$ cat config.mk
export PLATFORM = sky130hd
export DESIGN_NAME = led_sequencer
export DESIGN_NICKNAME = d
export VERILOG_FILES = /design/src/rtl/led_sequencer.sv
export SDC_FILE = /design/constraint.sdc
export NUM_CORES = 1
export LEC_CHECK = 0
export CAP_MARGIN = 20
export CORE_ASPECT_RATIO = 1.75
export CORE_MARGIN = 8
export CORE_UTILIZATION = 54
export CTS_CLUSTER_DIAMETER = 200
export DETAILED_ROUTE_END_ITERATION = 6
export GPL_TIMING_DRIVEN = 0
export PLACE_DENSITY = 0.76
export SYNTH_ARGS = -nofsm -noshare
export SYNTH_HDL_FRONTEND = slang
export SYNTH_SLANG_ARGS = --single-unit
$ cat constraint.sdc
create_clock -name i_Clk -period 2.6 [get_ports i_Clk]
set_clock_uncertainty 0.2 [all_clocks]
set_input_delay 0.39 -clock i_Clk [delete_from_list [all_inputs] [get_ports i_Clk]]
set_output_delay 0.39 -clock i_Clk [all_outputs]
set_load 0.02 [all_outputs]
$ cat src/rtl/led_sequencer.sv
//------------------------------------------------------------------------------
// Module   : led_sequencer
// Purpose  : Four-LED pattern generator (off/blink/chase/bounce) at one of
//            four step rates, with a one-deep command buffer.
// Revision : 1.0 - initial release
//------------------------------------------------------------------------------
`default_nettype none

module led_sequencer #(
    parameter int RATE0_CYCLES = 12500000,
    parameter int RATE1_CYCLES = 6250000,
    parameter int RATE2_CYCLES = 3125000,
    parameter int RATE3_CYCLES = 2500000,
    parameter int CNT_W        = 24
) (
    input  logic       i_Clk,
    input  logic       i_Reset,
    input  logic       i_Cmd_Valid,
    input  logic [1:0] i_Cmd_Mode,
    input  logic [1:0] i_Cmd_Rate,
    output logic       o_Cmd_Ready,
    output logic       o_LED_1,
    output logic       o_LED_2,
    output logic       o_LED_3,
    output logic       o_LED_4,
    output logic       o_Tick
);

    typedef enum logic [1:0] {
        S_IDLE = 2'd0,
        S_RUN  = 2'd1,
        S_PEND = 2'd2
    } state_t;

    localparam logic [1:0] c_MODE_OFF    = 2'd0;
    localparam logic [1:0] c_MODE_BLINK  = 2'd1;
    localparam logic [1:0] c_MODE_CHASE  = 2'd2;
    localparam logic [1:0] c_MODE_BOUNCE = 2'd3;

    localparam logic [CNT_W-1:0] c_TERM0 = CNT_W'(RATE0_CYCLES - 1);
    localparam logic [CNT_W-1:0] c_TERM1 = CNT_W'(RATE1_CYCLES - 1);
    localparam logic [CNT_W-1:0] c_TERM2 = CNT_W'(RATE2_CYCLES - 1);
    localparam logic [CNT_W-1:0] c_TERM3 = CNT_W'(RATE3_CYCLES - 1);
    localparam logic [CNT_W-1:0] c_ONE   = {{(CNT_W-1){1'b0}}, 1'b1};

    state_t           r_state;
    logic [CNT_W-1:0] r_cnt;
    logic [1:0]       r_mode;
    logic [1:0]       r_rate;
    logic [1:0]       r_pend_mode;
    logic [1:0]       r_pend_rate;
    logic             r_from_run;
    logic [3:0]       r_led;
    logic             r_dir_up;
    logic             r_tick;
    logic             r_ready;

    logic [CNT_W-1:0] w_term;
    logic             w_at_term;
    logic             w_accept;
    logic [3:0]       w_step_led;
    logic             w_step_dir;
    logic [3:0]       w_init_led;

    always_comb begin
        w_term = c_TERM0;
        case (r_rate)
            2'd0:    w_term = c_TERM0;
            2'd1:    w_term = c_TERM1;
            2'd2:    w_term = c_TERM2;
            default: w_term = c_TERM3;
        endcase
    end

    assign w_at_term = (r_cnt == w_term);
    assign w_accept  = i_Cmd_Valid && r_ready;

    // Bounce reverses when the lit LED sits at either end of the row.
    always_comb begin
        w_step_led = r_led;
        w_step_dir = r_dir_up;
        case (r_mode)
            c_MODE_BLINK: w_step_led = ~r_led;
            c_MODE_CHASE: w_step_led = {r_led[2:0], r_led[3]};
            c_MODE_BOUNCE: begin
                if (r_dir_up && r_led[3]) begin
                    w_step_led = r_led >> 1;
                    w_step_dir = 1'b0;
                end else if (!r_dir_up && r_led[0]) begin
                    w_step_led = r_led << 1;
                    w_step_dir = 1'b1;
                end else if (r_dir_up) begin
                    w_step_led = r_led << 1;
                end else begin
                    w_step_led = r_led >> 1;
                end
            end
            default: w_step_led = r_led;
        endcase
    end

    always_comb begin
        w_init_led = 4'b0000;
        case (r_pend_mode)
            c_MODE_BLINK:  w_init_led = 4'b1111;
            c_MODE_CHASE:  w_init_led = 4'b0001;
            c_MODE_BOUNCE: w_init_led = 4'b0001;
            default:       w_init_led = 4'b0000;
        endcase
    end

    always_ff @(posedge i_Clk or posedge i_Reset) begin
        if (i_Reset) begin
            r_state     <= S_IDLE;
            r_cnt       <= '0;
            r_mode      <= c_MODE_OFF;
            r_rate      <= 2'd0;
            r_pend_mode <= c_MODE_OFF;
            r_pend_rate <= 2'd0;
            r_from_run  <= 1'b0;
            r_led       <= 4'b0000;
            r_dir_up    <= 1'b1;
            r_tick      <= 1'b0;
            r_ready     <= 1'b1;
        end else begin
            r_tick <= 1'b0;
            case (r_state)
                S_IDLE: begin
                    if (w_accept) begin
                        r_pend_mode <= i_Cmd_Mode;
                        r_pend_rate <= i_Cmd_Rate;
                        r_from_run  <= 1'b0;
                        r_ready     <= 1'b0;
                        r_state     <= S_PEND;
                    end
                end
                S_RUN: begin
                    if (w_at_term) begin
                        r_cnt    <= '0;
                        r_tick   <= 1'b1;
                        r_led    <= w_step_led;
                        r_dir_up <= w_step_dir;
                    end else begin
                        r_cnt <= r_cnt + c_ONE;
                    end
                    if (w_accept) begin
                        r_pend_mode <= i_Cmd_Mode;
                        r_pend_rate <= i_Cmd_Rate;
                        r_from_run  <= 1'b1;
                        r_ready     <= 1'b0;
                        r_state     <= S_PEND;
                    end
                end
                S_PEND: begin
                    // A command held over a running pattern waits for the step
                    // boundary so the old phase is never cut short.
                    if (!r_from_run || w_at_term) begin
                        r_mode   <= r_pend_mode;
                        r_rate   <= r_pend_rate;
                        r_cnt    <= '0;
                        r_led    <= w_init_led;
                        r_dir_up <= 1'b1;
                        r_ready  <= 1'b1;
                        r_state  <= (r_pend_mode == c_MODE_OFF) ? S_IDLE : S_RUN;
                    end else begin
                        r_cnt <= r_cnt + c_ONE;
                    end
                end
                default: r_state <= S_IDLE;
            endcase
        end
    end

    assign o_Cmd_Ready = r_ready;
    assign o_Tick      = r_tick;
    assign o_LED_1     = r_led[0];
    assign o_LED_2     = r_led[1];
    assign o_LED_3     = r_led[2];
    assign o_LED_4     = r_led[3];

endmodule

`default_nettype wire

==> metrics.md <==
| Metric | Value |
|---|---|
| Antenna cells | 0 |
| Die span in y | 109 um |
| Worst skew pair latency | 0.29 ns |
| Clock buffer depth | 2 |
| Clk slew on worst S/H paths | 0.07 ns |
| Leakage | 1.37 nW |
| TritonRoute pass-1 iters | 4 |
| Async set or reset register ratio after synthesis | 100% |
| Fillers | 411 |
| Die area | 0.00756 mm^2 |
| DR vias | 2378 |
| Max-cap viol count | 0 |
| Pins over their slew limit | 0 |
| Fmax | 385 MHz |
| CTS root buffer | clkbuf_8 |
| Sequential share of the synthesized area | 39.3% |
| Avg Inst Size Synth | 9.34 um^2 |
| Post-Syn Area | 0.00268 mm^2 |
| Final setup viols | 0 |
| Antenna Nets Post-Route | 0 |
| Yosys reg bits | 42 |
| Final period utilization | 100% |
| Critical path class | flop to flop |
| Top Ports | 13 |
| Total power | 2.72 mW |
| YS warnings | 0 |
| Run status | finished clean |
| Max VDD drop | 0.780 mV |
| Power Dens Cells | 843 mW/mm^2 |
| Distinct cell type count after synthesis | 55 |
| First-pass GRT wire length | 11.1 mm |
| Starting Density | 54.8% |
| Crit end category | flop |
| Sequential standard cell area | 0.00105 mm^2 |
| Sink Count | 42 |
| Area growth, synth to finish | 20.4% |
| Post-Syn Nets | 305 |
| Worst slew pin tran | 0.683 ns |
| Aggregate global-route resource usage | 17.8% |
| Fin area | 0.00323 mm^2 |
| Number of global-route vias before repair | 2388 |
| Antenna violations before repair | 0 |
| Gpl congestion | 0.875 |
| Port bufs | 12 |
| Final core occ | 66.0% |
| Post-DR vias/cell | 6.29 |
| 1st-iter DRT viols | 101 |
| Nets@finish | 342 |
| HPWL after DPL | 4.79 mm |
| Hold_buf cts | 0 |
| Wirelength per Cell | 17.8 um |
| HP Class | primary input to async pin |
| Largest net degree at the start of global routing | 36 |
| Worst EP arrival | 2.58 ns |
| Synth Flop Type | dfrtp_1 |
| RSZ-0062 raised after global routing | yes |
| Die width | 69.3 um |
| Most common cell after layout, fill and taps aside | dfrtp_1 |
| Hold Fails Final Rpt | 0 |
| Cell row count | 34 |
| Commonest cells after routing, fill and taps aside | dfrtp_1, nor2_1, nand2_1 |
| Final WL | 6.73 mm |
| Reg2reg path depth | 9 |
| TritonCTS clock tree | done |
| Post-Syn Instances | 287 |
| Critical Path RT | 2.58 ns |
| Cts bufs inserted | 5 |
| Total gr overflow | 0 |
| Worst slew margin | 54.3% |
| Min cycle time layout | 2.60 ns |
| # DRC | 0 |
| Startpoint types | flop |
| Crit-path max FO | 5 |
| Multi-input logic area | 0.00159 mm^2 |
| Total core area | 0.00489 mm^2 |
| Area after DPL | 0.00289 mm^2 |
| Layout cells sized above 1 | 18.8% |
| H-tree depth | 2 |
| Post-synth EDFFs | 0 |
flip-flops by register name, summed over array words and instances, names as in the netlist:
register and count:
r_pend_mode 2, r_dir_up 1, r_from_run 1, r_state 2, r_rate 2, o_Cmd_Ready 1, r_pend_rate 2, o_Tick 1
r_led 4, r_mode 2, r_cnt 24
metal layers:
metal  vias up  GRT usage [%]  wire length (um)
met1      1163           17.2              2440
met4         0           11.2               362
met2        65           33.7              3670
met5         -              0                 0
met3        31           3.46               265
li1       1119              -                 -
worst max-delay path, cell delays in order, from the launching register on:
cell and delay (ns):
dfrtp_1 0.44, buf_6 0.15, ha_4 0.16, mux2i_1 0.18, nand3_1 0.17, nor4_4 0.31, buf_6 0.15, nand4_1 0.19
a2bb2oi_4 0.23, mux2_4 0.30
stage by stage:
step	setup slack (ns)	setup TNS, ns	hold WS (ns)	instances
2_1_floorplan	0.0569	0	0.244	287
3_3_place_gp	-0.215	-2.16	0.266	353
3_5_place_dp	-0.258	-3.52	0.289	354
4_1_cts	0.0227	0	0.120	369
5_1_grt	-0.130	-1.17	0.148	378
6_report	0.000107	0	0.110	378
cell usage after synthesis (2+ instances only):
| cell | number | share of area, % |
|---|---|---|
| dfrtp_1 | 40 | 37 |
| o21ai_0 | 26 | 4.9 |
| nor2_1 | 25 | 3.5 |
| nand2_1 | 23 | 3.2 |
| inv_1 | 19 | 2.7 |
| nand3_1 | 14 | 2.6 |
| ha_1 | 11 | 5.1 |
| a21oi_1 | 10 | 1.9 |
| a22o_1 | 8 | 2.6 |
| and3_1 | 8 | 1.9 |
| nor3_1 | 8 | 1.5 |
| nor2b_1 | 7 | 1.6 |
| o2bb2ai_1 | 7 | 2.3 |
| clkbuf_1 | 6 | 0.84 |
| mux2_2 | 6 | 2.5 |
| mux2i_1 | 6 | 2.2 |
| a31oi_1 | 3 | 0.70 |
| mux2_4 | 3 | 1.7 |
| nand4_1 | 3 | 0.70 |
| o21a_1 | 3 | 0.84 |
| o31ai_1 | 3 | 0.84 |
| a211oi_1 | 2 | 0.56 |
| a21bo_2 | 2 | 0.75 |
| a21o_1 | 2 | 0.56 |
| and4_1 | 2 | 0.65 |
| and4b_1 | 2 | 0.75 |
| buf_4 | 2 | 0.56 |
| buf_6 | 2 | 0.84 |
| dfstp_2 | 2 | 2.0 |
| nand3b_1 | 2 | 0.56 |
| o211ai_1 | 2 | 0.56 |
| o22ai_1 | 2 | 0.47 |
| or4_1 | 2 | 0.56 |
| xnor2_1 | 2 | 0.65 |
| xor2_1 | 2 | 0.65 |
where the power goes:
group          internal [mW]  switching (mW)
sequential             0.809           0.181
clock                  0.185           0.210
combinational          0.634           0.700
total                   1.63            1.09
worst paths after layout:
kind / end / slack, ns / from
worst max-delay path: r_led[1]$_DFFE_PP0P_ / 0.0001 / r_rate[0]$_DFFE_PP0P_
worst min-delay path: r_cnt[15]$_DFFE_PP0P_ / 0.11 / i_Reset
min in group i_Clk: r_rate[1]$_DFFE_PP0P_ / 0.28 / r_pend_rate[1]$_DFFE_PP0P_
max in group asynchronous: o_Cmd_Ready$_DFFE_PP1P_ / 1.59 / i_Reset
worst min register to register: r_rate[1]$_DFFE_PP0P_ / 0.28 / r_pend_rate[1]$_DFFE_PP0P_
worst max register to register: r_led[1]$_DFFE_PP0P_ / 0.0001 / r_rate[0]$_DFFE_PP0P_
area by class of cell:
class	count	area share, %
Timing Repair Buffer	30	9.31
Sequential cell	42	32.6
Multi-Input combinational cell	216	49.3
Inverter	19	2.21
Clock buffer	7	2.37
Tap cell	54	2.09
Buffer	10	2.09
repair_timing:
| action | in CTS | in global routing |
|---|---|---|
| endpoints found under the setup margin | 28 | 22 |
| resized for setup | 14 | 15 |
| pin swaps | 6 | 17 |
| setup buffers | 8 | 8 |
| gates cloned | 0 | 1 |
cells by family (layout without fill, tap and decap cells):
kind of cell    after synthesis  in the layout  share of synthesized area (%)
simple gates                105            105                           21.2
compound gates               81             81                           21.7
flops                        42             42                           39.3
buf+inv                      29             66                           4.90
mux                          15             15                           6.44
fa+ha+maj                    11             11                           5.14
xor+xnor                      4              4                           1.31
(Power assumes the default switching activity.)
